## config.mk

```make
export PLATFORM = sky130hd
export DESIGN_NAME = ghash_seq
export DESIGN_NICKNAME = d
export VERILOG_FILES = /design/src/rtl/ghash_seq.sv
export SDC_FILE = /design/constraint.sdc
export NUM_CORES = 1
export LEC_CHECK = 0
export ABC_AREA = 0
export BUFFER_PORTS_ARGS = -buffer_cell sky130_fd_sc_hd__buf_2
export CORE_AREA = 10 10 290 292
export DETAILED_ROUTE_END_ITERATION = 8
export DIE_AREA = 0 0 300 302
export GPL_ROUTABILITY_DRIVEN = 0
export PLACE_DENSITY = 0.42
export SLEW_MARGIN = 20
export SYNTH_ARGS = -nofsm -noshare
export SYNTH_HDL_FRONTEND = slang
export SYNTH_SLANG_ARGS = --single-unit
```

## constraint.sdc

```tcl
create_clock -name clk -period 1.9 [get_ports clk]
set_input_delay 0.095 -clock clk [delete_from_list [all_inputs] [get_ports clk]]
set_output_delay 0.095 -clock clk [all_outputs]
set_load 0.02 [all_outputs]
```

## src/rtl/ghash_seq.sv

```systemverilog
// ---------------------------------------------------------------------------
// ghash_seq -- sequential GHASH controller
//
// Computes Y0 = 0, Yi = (Yi-1 xor Xi) * H over a stream of 128-bit blocks.
// The GF(2^128) multiplication is done by an external multiplier core. This
// block hands it one operand pair per block over the mul_* signals and waits
// for the product. The final Y is presented on tag_o.
//
// Optional feature (macro GHASH_SEQ_LENBLK_EN):
//   When defined, a LEN state runs one extra multiply after the last data
//   block. It folds in the message bit length, blk_cnt * 128, in the low
//   64 bits of the length block. When undefined, the tag is taken straight
//   after the last data block.
//
// Ports:
//   clk         in   1    sole clock, rising edge
//   reset       in   1    synchronous, active-high
//   init        in   1    start-of-message pulse (honoured only in IDLE)
//   h_i         in   128  hash key H, latched on accepted init
//   blk_valid   in   1    data block present
//   blk_last    in   1    marks blk_data as the final data block
//   blk_data    in   128  data block
//   blk_ready   out  1    high only while waiting for a block
//   mul_start   out  1    one-cycle start pulse to the multiplier
//   mul_h       out  128  latched H for the multiplier
//   mul_block   out  128  multiplier operand (Y xor X)
//   mul_ready   in   1    one-cycle done pulse (honoured only in MUL_WAIT)
//   mul_result  in   128  product, valid with mul_ready
//   tag_o       out  128  GHASH result
//   tag_valid   out  1    high from completion until the next accepted init
// ---------------------------------------------------------------------------
module ghash_seq (
  input  logic         clk,
  input  logic         reset,
  input  logic         init,
  input  logic [127:0] h_i,
  input  logic         blk_valid,
  input  logic         blk_last,
  input  logic [127:0] blk_data,
  output logic         blk_ready,
  output logic         mul_start,
  output logic [127:0] mul_h,
  output logic [127:0] mul_block,
  input  logic         mul_ready,
  input  logic [127:0] mul_result,
  output logic [127:0] tag_o,
  output logic         tag_valid
);

`ifdef GHASH_SEQ_LENBLK_EN
  typedef enum logic [2:0] {
    IDLE     = 3'd0,
    WAIT_BLK = 3'd1,
    MUL_GO   = 3'd2,
    MUL_WAIT = 3'd3,
    LEN      = 3'd4,
    DONE     = 3'd5
  } state_t;
`else
  typedef enum logic [2:0] {
    IDLE     = 3'd0,
    WAIT_BLK = 3'd1,
    MUL_GO   = 3'd2,
    MUL_WAIT = 3'd3,
    DONE     = 3'd5
  } state_t;
`endif

  state_t        state_reg;
  logic [127:0]  y_reg;          // running hash value Y
  logic [31:0]   blk_cnt_reg;    // data blocks accepted; wraps silently
  logic          last_flag_reg;  // block in flight was the final data block
`ifdef GHASH_SEQ_LENBLK_EN
  logic          len_phase_reg;  // multiply in flight is the length block
`endif

  always_ff @(posedge clk) begin
    if (reset) begin
      state_reg     <= IDLE;
      y_reg         <= '0;
      blk_cnt_reg   <= '0;
      last_flag_reg <= 1'b0;
`ifdef GHASH_SEQ_LENBLK_EN
      len_phase_reg <= 1'b0;
`endif
      mul_block     <= '0;
      mul_h         <= '0;
      tag_o         <= '0;
      tag_valid     <= 1'b0;
      blk_ready     <= 1'b0;
      mul_start     <= 1'b0;
    end else begin
      // mul_start is raised only on entry to MUL_GO, so it lasts exactly
      // the one cycle spent in that state.
      mul_start <= 1'b0;

      case (state_reg)
        IDLE: begin
          if (init) begin
            y_reg         <= '0;
            blk_cnt_reg   <= '0;
            last_flag_reg <= 1'b0;
`ifdef GHASH_SEQ_LENBLK_EN
            len_phase_reg <= 1'b0;
`endif
            mul_h         <= h_i;
            tag_valid     <= 1'b0;
            blk_ready     <= 1'b1;
            state_reg     <= WAIT_BLK;
          end
        end

        WAIT_BLK: begin
          if (blk_valid && blk_ready) begin
            mul_block     <= y_reg ^ blk_data;
            last_flag_reg <= blk_last;
            blk_cnt_reg   <= blk_cnt_reg + 32'd1;
            blk_ready     <= 1'b0;
            mul_start     <= 1'b1;
            state_reg     <= MUL_GO;
          end
        end

        MUL_GO: begin
          state_reg <= MUL_WAIT;
        end

        MUL_WAIT: begin
          if (mul_ready) begin
            y_reg <= mul_result;
`ifdef GHASH_SEQ_LENBLK_EN
            if (len_phase_reg) begin
              state_reg <= DONE;
            end else if (last_flag_reg) begin
              state_reg <= LEN;
            end else begin
              blk_ready <= 1'b1;
              state_reg <= WAIT_BLK;
            end
`else
            if (last_flag_reg) begin
              state_reg <= DONE;
            end else begin
              blk_ready <= 1'b1;
              state_reg <= WAIT_BLK;
            end
`endif
          end
        end

`ifdef GHASH_SEQ_LENBLK_EN
        LEN: begin
          // Length block: upper 64 bits (AAD length) are zero. The low 64
          // bits carry blk_cnt * 128, the data length in bits.
          mul_block     <= y_reg ^ {64'h0, 25'h0, blk_cnt_reg, 7'h0};
          len_phase_reg <= 1'b1;
          mul_start     <= 1'b1;
          state_reg     <= MUL_GO;
        end
`endif

        DONE: begin
          tag_o     <= y_reg;
          tag_valid <= 1'b1;
          state_reg <= IDLE;
        end

        default: begin
          blk_ready <= 1'b0;
          state_reg <= IDLE;
        end
      endcase
    end
  end

endmodule
```

=== Word level (Yosys, flattened, before mapping) ===
Cells that the tools add are included.

* Multiplexer cells: 18
* Reductions and logical operators: 14
* Equality and inequality tests: 8
* Bitwise gates (word level): 3

{| class="wikitable"
|+ Operators with widths
! kind !! number
|-
| $mux 128 || 2
|-
| $pmux 128 s2 || 1
|-
| $xor 128x128->128 || 1
|-
| $mux 3 || 4
|-
| $pmux 3 s4 || 1
|-
| $reduce_and 3->1 || 3
|-
| $ne 2x2->1 const B || 4
|-
| $mux 1 || 7
|-
| $eq 3x2->1 const B || 2
|-
| $reduce_and 2->1 || 3
|-
| $reduce_bool 2->1 || 3
|-
| $reduce_and 5->1 || 1
|-
| $pmux 1 s2 || 2
|-
| $pmux 1 s4 || 1
|-
| $reduce_or 2->1 || 2
|-
| $eq 3x1->1 const B || 1
|-
| $eq 3x3->1 const B || 1
|-
| $logic_not 3->1 || 1
|-
| $not 1->1 || 2
|-
| $logic_and 1x1->1 || 1
|}

* Register bits after elaboration: 519
* Output and inout port bits: 387
* Word-level logic and storage cells: 52

=== Logic depth before layout (Yosys ltp) ===
Gate-level depths: netlist of run 1.

* Word-level depth: 4
* Mapped depth: 8

=== Worst setup path before layout of run 1 ===
Ideal clock, no wire load.

* Path type: register -> register
* Start: register state_reg[0]
* End: register tag_valid
* Path buffers: 3
* Period minus slack after synthesis: 1,637 ps
* Path slack: 263 ps
* Data required time: 1,772 ps
* Cell stages (with the launch flop): 8
* Arrival: 1,510 ps
* Cells stage by stage: dfxtp_1 > buf_4 > or3b_4 > or2_1 > buf_4 > buf_6 > a21oi_1 > nor2_1

* Word-level cells in the longest chain between the ends: 3
* Elaborated cells between the ends (all ways): 6
* Classes of those cells: eq/ne: 2; mux: 1; reduce/logical: 3

{| class="wikitable"
|+ RTL lines
! element !! line !! RTL
|-
| start: declaration || 69 || <nowiki>state_t state_reg;</nowiki>
|-
| start signal: assignment || 79 || <nowiki>state_reg <= IDLE;</nowiki>
|-
| start signal: assignment || 109 || <nowiki>state_reg <= WAIT_BLK;</nowiki>
|-
| start signal: assignment || 120 || <nowiki>state_reg <= MUL_GO;</nowiki>
|-
| $eq 3x3->1 / $logic_not 3->1 (equally long branches) || 97 || <nowiki>case (state_reg)</nowiki>
|-
| $reduce_bool 2->1 (no line) / $ne 2x2->1 (equally long branches) || n/a ||
|-
| $reduce_and 2->1 (no line) || n/a ||
|-
| end signal: assignment || 89 || <nowiki>tag_valid <= 1'b0;</nowiki>
|-
| end signal: assignment || 107 || <nowiki>tag_valid <= 1'b0;</nowiki>
|-
| end signal: assignment || 164 || <nowiki>tag_valid <= 1'b1;</nowiki>
|-
| end: declaration || 47 || <nowiki>output logic tag_valid</nowiki>
|}

Parallel ways exist; a longest one is shown, timed or not.
A chain may end at the register's enable or synchronous reset.

=== Worst setup path in the final report of run 1 ===
* Start: register state_reg[1]
* End: register mul_h[124]

* Word-level cells in the longest chain between the ends: 2

{| class="wikitable"
|+ RTL lines
! element !! line !! RTL
|-
| $logic_not 3->1 || 97 ||
|-
| $reduce_and 2->1 (no line) || n/a ||
|-
| end signal: assignment || 106 || <nowiki>mul_h <= h_i;</nowiki>
|-
| end: declaration || 42 || <nowiki>output logic [127:0] mul_h,</nowiki>
|}

Every way passes these cells.

==> results of run 1 <==
metrics by stage:
| step | setup slack [ns] | area (um2) | TNS, ns | total power [W] | cells |
|---|---|---|---|---|---|
| final | 0.0146 | 29700 | 0 | 0.0264 | 4238 |
| after global placement | 0.0493 | 23600 | 0 | 0.0139 | 3728 |
| after CTS | 0.0464 | 29600 | 0 | 0.0267 | 4225 |
| after global routing | 0.0169 | 29700 | 0 | 0.0274 | 4232 |
| after floorplan | 0.263 | 18400 | 0 | 0.0127 | 1994 |
| after detailed placement | -0.0392 | 23600 | -1.21 | 0.0139 | 3728 |
worst min-delay path, cell delays in order:
cell,delay [ns]
buf_8,0.12
nor2_4,0.11
buf_12,0.16
a22o_1,0.14
layer usage:
layer | global-route usage (%) | share of wire [%]
met1 | 19.5 | 39
met4 | 5.12 | 2.8
met5 | 0 | 0.074
met3 | 6.86 | 9.5
met2 | 30.5 | 48
placed cells by master, fill, tap and decap left out, types with 2 or more instances in the layout:
| cell type | synthesis | layout |
|---|---|---|
| buf_2 | 62 | 775 |
| dfxtp_1 | 519 | 517 |
| nand2_1 | 514 | 513 |
| dlygate4sd3_1 | 0 | 389 |
| a21oi_1 | 261 | 260 |
| nor2_1 | 133 | 131 |
| a211oi_1 | 128 | 128 |
| xnor2_1 | 128 | 128 |
| a22o_1 | 128 | 128 |
| clkbuf_16 | 0 | 59 |
| buf_4 | 22 | 39 |
| buf_12 | 0 | 31 |
| clkbuf_8 | 0 | 14 |
| diode_2 | 0 | 13 |
| clkinv_2 | 0 | 11 |
| bufinv_16 | 0 | 8 |
| clkbuf_1 | 56 | 7 |
| nor2_4 | 0 | 2 |
| o21ai_0 | 2 | 2 |
| nor2b_1 | 2 | 2 |
| clkinv_16 | 0 | 2 |
| clkinvlp_4 | 0 | 2 |
| inv_6 | 0 | 2 |
| dfxtp_2 | 0 | 2 |
final timing paths:
| kind | startpoint | to | slack [ns] | depth (start not counted) |
|---|---|---|---|---|
| worst max register to register | state_reg[1] | mul_h[124] | 0.01 | 6 |
| worst max-delay path | state_reg[1] | mul_h[124] | 0.01 | 6 |
| worst min register to register | mul_h[33] | mul_h[33] | 0.45 | 2 |
| worst min-delay path | reset | y_reg[44] | 0.04 | 4 |
what timing repair did:
| item | CTS | global route |
|---|---|---|
| endpoints found under the hold margin | 389 | 0 |
| setup buffers | 3 | 0 |
| endpoints found under the setup margin | 45 | 109 |
| resized for setup | 0 | 4 |
| gates cloned | 0 | 0 |
| pin swaps | 1 | 0 |
| hold buffers | 389 | 0 |
kinds of logic (layout without fill, tap and decap cells):
group	Yosys count	after routing	synth area share (%)
simple gates	662	662	13.8
compound gates	524	524	18.7
flops	519	519	56.6
buf+inv	161	1342	4.78
xor+xnor	128	128	6.11
other cells	0	13	0
where the power goes:
part           total [W]  internal, W  switching (W)
logic            0.00300      0.00143        0.00157
clock network     0.0121      0.00733        0.00476
registers         0.0113       0.0112       0.000155
total             0.0264       0.0199        0.00649
layout make-up:
type	count	area [um2]	share of cell area, %
tap	1050	1310	4.43
antenna	13	32.5	0.110
clock inverter	25	388	1.31
inverter	1	3.75	0.0127
multi-input combinational	1314	7130	24.0
clock buffer	80	1700	5.71
sequential	519	10400	35.0
timing repair buffer	1236	8710	29.4
==> out/metrics.cfg, run 1 <==
[outcome]
status = finished, final reports clean

[yosys]
yosysTopAreaCellShare_pct = 56.6
yosysMostFrequentCell = dfxtp_1
synth_nets = 2384
synth_cell_type_count = 32
syn_inst = 1994
synth-edff-count = 0
netlist_top_cells_area = dfxtp_1, nand2_1, a21oi_1, a22o_1, xnor2_1
syn_area_um2 = 18400
synthArstFlopShare_pct = 0
yosysSeqAreaShare_pct = 56.6
postSynthAreaPerCell_um2 = 9.21
synth-main-ff-cell = dfxtp_1
synth.top_cells.by_count = dfxtp_1, nand2_1, a21oi_1
yosysWarnings = 0
ys_seq_elements = 519
yosysTopAreaCell = dfxtp_1

[run]
maxCapViolCount = 0

[timing]
hold_viol_final = 0
finalSetupViolations = 0
rsz0062_at_grt = false
tightest_slew_ns = 0.788
max_freq_mhz = 530
fin_crit_ns = 1.89
period_share_pct = 99.2
holdWs_ns = 0.0431
clock_skew_ns = 0.0177
slew_headroom_pct = 47.5
slew_viol_final = 0

[route]
firstDrtPassIters = 7
wl_per_cell_um = 19.8
drt_iter0_markers = 708
routed_wl_mm = 83.8
ant_nets = 0
drc = 0
via_per_inst = 4.34
num_vias = 18400

[floorplanning]
row_count = 103
start_util_pct = 23.4
core_area_um2 = 78400
die_width_um = 300
io_pins = 777
dieArea_um2 = 90600
die_h_um = 302

[layout]
fin_util_pct = 37.9
drive_gt1_share_pct = 30.1
area_growth_pct = 61.6
num-nets-final = 3520
num-fill-cells = 8021

[global_route]
grt_usage_pct = 17.5
grt_pass1_vias = 19100
grt_first_pass_wirelength_mm = 123
grt_overflow = 0
grt_start_max_net_pins = 109
antenna_found_initial = 16

[worst_setup_path]
path_max_fanout = 108
worstPathArrival_ns = 2.36
startpoint_type = flop
crit_required_ns = 2.38
slowest_stage = or3b_4
critPathKind = flop to flop
max_stage_delay_ns = 0.39
cp_num_buf_inv = 2
crit_path_cell_trace = or3b_4 > buf_4 > or2_4 > buf_12 > nand2_1 > a21oi_1
endpoint_kind = flop
cpLargestDelayFamily = simple AND/OR/NAND/NOR gates

[clock_network]
cts_inserted_buffers = 58
clkTransAtPathRegs_ns = 0.06
tritoncts = yes
cts.sinks = 519
insertion_delay_ns = 0.62
cts-root-buf = clkbuf_16
htree_levels = 2
clk_path_buf_depth = 3

[place]
post-dp-hpwl_mm = 63.7
portBuffers = 776

[pwr]
p_leak_nw = 12.5
powerDensity_nw_per_um2 = 890
max-vdd-ir-drop_mv = 0.733

[hold_path]
hp-class = input pin to flop

No activity file was read; power rests on OpenSTA's default activity.
==> inputs of run 2 (changes only) <==
Settings changed: ABC_AREA 0 to 1, CORE_AREA 10 10 290 292 to 10 10 297 299, DIE_AREA 0 0 300 302 to 0 0 307 309, GPL_ROUTABILITY_DRIVEN 0 to unset.
==> run 2 against run 1 <==
Net effect:
- clock skew rose by 0.0029 ns
- hold slack improved by 0.019 ns
- count of clock-buffer cells in the layout grew 17
- combinational power is 88% higher
- sequential power rose by 12%
- cell count increased by 9.9%
- die area grew 4.7%
- maximum frequency grew 5.2%
- register-to-register slack improved by 0.09 ns
- global-route usage hardly changed
- synthesized cell count up 21%
- largest power group is now registers
==> out/metrics.cfg, run 2 <==
[outcome]
status = finished, final reports clean

[place]
post-dp-hpwl_mm = 63.4  ; -0.51%
portBuffers = 776  ; unchanged
gp_congestion = 0.801

[floorplanning]
start_util_pct = 23.5  ; +0.080 points
core_area_um2 = 81800  ; +4.5%
die_h_um = 309  ; +2.3%
die_width_um = 307  ; +2.3%
dieArea_um2 = 94900  ; +4.7%
row_count = 105  ; +1.9%
io_pins = 777  ; unchanged

[layout]
fin_util_pct = 37.6  ; -0.26 points
final_common_cell = buf_2
area_growth_pct = 60.0
num_antenna_cells = 0  ; -13
drive_gt1_share_pct = 26.8  ; -3.3 points
final_cell_mix = buf_2, dfxtp_1, o21ai_0
num-nets-final = 3934  ; +12%

[clock_network]
clkTransAtPathRegs_ns = 0.06  ; about the same
insertion_delay_ns = 0.61  ; about the same
tritoncts = yes
cts.sinks = 519  ; unchanged
htree_levels = 3  ; +1
cts_inserted_buffers = 66  ; +14%
cts-root-buf = clkbuf_16
clk_path_buf_depth = 3  ; unchanged

[yosys]
synth_cell_type_count = 17  ; -47%
yosysSeqAreaShare_pct = 54.0  ; -2.6 points
yosysTopAreaCellShare_pct = 54.0  ; -2.6 points
synthArstFlopShare_pct = 0  ; unchanged
yosysMostFrequentCell = dfxtp_1
synth-edff-count = 0  ; unchanged
yosysWarnings = 0  ; unchanged
syn_inst = 2418  ; +21%
synth.top_cells.by_count = dfxtp_1, o21ai_0, nor2_1
netlist_top_cells_area = dfxtp_1, o21ai_0, nor2_1, a21oi_1, xnor2_1
postSynthAreaPerCell_um2 = 7.96  ; -14%
synth_nets = 2808  ; +18%
ys_seq_elements = 519  ; unchanged
synth-main-ff-cell = dfxtp_1
syn_area_um2 = 19200  ; +4.8%
yosysTopAreaCell = dfxtp_1

[global_route]
grt_usage_pct = 17.4  ; -0.038 points
grt_first_pass_wirelength_mm = 129  ; +4.9%
grt_overflow = 0  ; unchanged
grt_pass1_vias = 20500  ; +7.5%
antenna_found_initial = 3  ; -13
grt_start_max_net_pins = 135  ; +24%

[pwr]
p_leak_nw = 13.8  ; +10%
max-vdd-ir-drop_mv = 0.648  ; -12%
powerDensity_nw_per_um2 = 986  ; +11%

[route]
firstDrtPassIters = 5  ; -2
routed_wl_mm = 87.1  ; +3.9%
dr_wl_met2_mm = 40.7  ; +0.23%
ant_nets = 0  ; unchanged
met3_length_mm = 7.30  ; -8.5%
drc = 0  ; unchanged
num_vias = 20000  ; +9.0%
drt_iter0_markers = 1144  ; +62%
via_per_inst = 4.30  ; -0.88%
m1WireLength_mm = 36.2  ; +10%
wl_per_cell_um = 18.7  ; -5.5%
highest_layer = met5

[timing]
period_share_pct = 94.3  ; -4.9 points
finalSetupViolations = 0  ; unchanged
slew_headroom_pct = 46.7  ; -0.73 points
hold_viol_final = 0  ; unchanged
rsz0062_at_grt = false
slew_viol_final = 0  ; unchanged
clock_skew_ns = 0.0206  ; +0.00285 ns
tightest_slew_ns = 0.799  ; +0.0110 ns
fin_crit_ns = 1.79  ; -0.0939 ns
max_freq_mhz = 558  ; +5.2%
finalSetupTns_ns = 0  ; unchanged

[worst_setup_path]
critPathKind = flop to flop
slowest_stage = dfxtp_2
worstPathArrival_ns = 2.24  ; -0.12 ns
endpoint_kind = flop
timing.rr.start = state_reg[0]
path_max_fanout = 8  ; -93%
crit_start = state_reg[0]
ff2ff_path_depth = 11  ; +5
max_stage_delay_ns = 0.37  ; -0.02 ns
crit_path_cell_trace = nand2_1 > nor2_4 > nand2_1 > nand2_2 > nor2_4 > buf_4 > buf_4 > clkbuf_16 > buf_4 > o21ai_1 > nor2_1
startpoint_type = flop
r2r-end = y_reg[94]
rrSetupSlack_ns = 0.11  ; +0.09 ns
crit_required_ns = 2.35  ; -0.03 ns
crit_path_frequent_cell = buf_4

[hold_path]
min_from = blk_valid
hp-class = input pin to flop
whs_endpoint = state_reg[2]
hold_depth = 5  ; +1

[run]
maxCapViolCount = 0  ; unchanged

run 2: cell type report:
type                       instances  area [um2]
clock buffer                      97        1910
tap                             1070        1340
fill                            8519       51100
timing repair buffer            1241        8820
multi-input combinational       1576        7600
inverter                         140         536
clock inverter                    16         181
sequential                       519       10400
run 2: routing by layer:
layer | vias to the layer above | track usage [%]
li1 | 10100 | -
met1 | 9022 | 20.5
met2 | 720 | 29.2
met3 | 146 | 5.90
met4 | 4 | 6.46
met5 | - | 0
run 2: what timing repair did:
action	in CTS	in global routing
hold endpoints to repair	401	0
setup endpoints to repair	0	78
hold buffers	388	0
setup buffers	0	8
resized for setup	0	9
run 2: logic make-up (layout without fill, tap and decap cells):
logic type	after synthesis	count (layout)	share of synthesized area [%]
xor gates and xnor gates	128	128	5.83
DFF	519	519	54.0
AOI/OAI and AO/OA	775	775	20.2
buffers and inverters	323	1494	6.78
and+or+nand+nor	673	673	13.2
run 2: critical path: cells and delay by family (launching register included):
kind                   cells  cell delay, ns
DFF                        1            0.37
buffers and inverters      4            0.61
and+or+nand+nor            6            0.56
AOI/OAI and AO/OA          1            0.12
run 2: how the worst max path moves through the flow:
| stage | endpoint | slack [ns] | depth (start not counted) |
|---|---|---|---|
| 3_3_place_gp | y_reg[39] | 0.12 | 10 |
| 3_5_place_dp | y_reg[15] | 0.1 | 10 |
| 2_1_floorplan | y_reg[118] | 0.47 | 10 |
| 6_report | y_reg[94] | 0.11 | 11 |
| 5_1_grt | y_reg[94] | 0.003 | 11 |
| 4_1_cts | y_reg[15] | 0.07 | 10 |
run 2: through the flow:
step	total power (W)	area [um2]	std cells	setup slack, ns	hold slack, ns
after floorplan	0.0155	19200	2418	0.469	0.230
after global placement	0.0177	24600	4147	0.121	0.318
after detailed placement	0.0176	24600	4147	0.0980	0.321
after CTS	0.0307	30600	4648	0.0658	0.00220
after global routing	0.0320	30800	4659	0.00308	0.0685
final	0.0304	30800	4659	0.109	0.0621
run 2: power breakdown:
group | leakage (nW) | switching (W) | internal [W]
sequential | 4.24 | 0.000751 | 0.0118
clock | 1.02 | 0.00512 | 0.00704
combinational | 8.55 | 0.00311 | 0.00254
total | 13.8 | 0.00897 | 0.0214
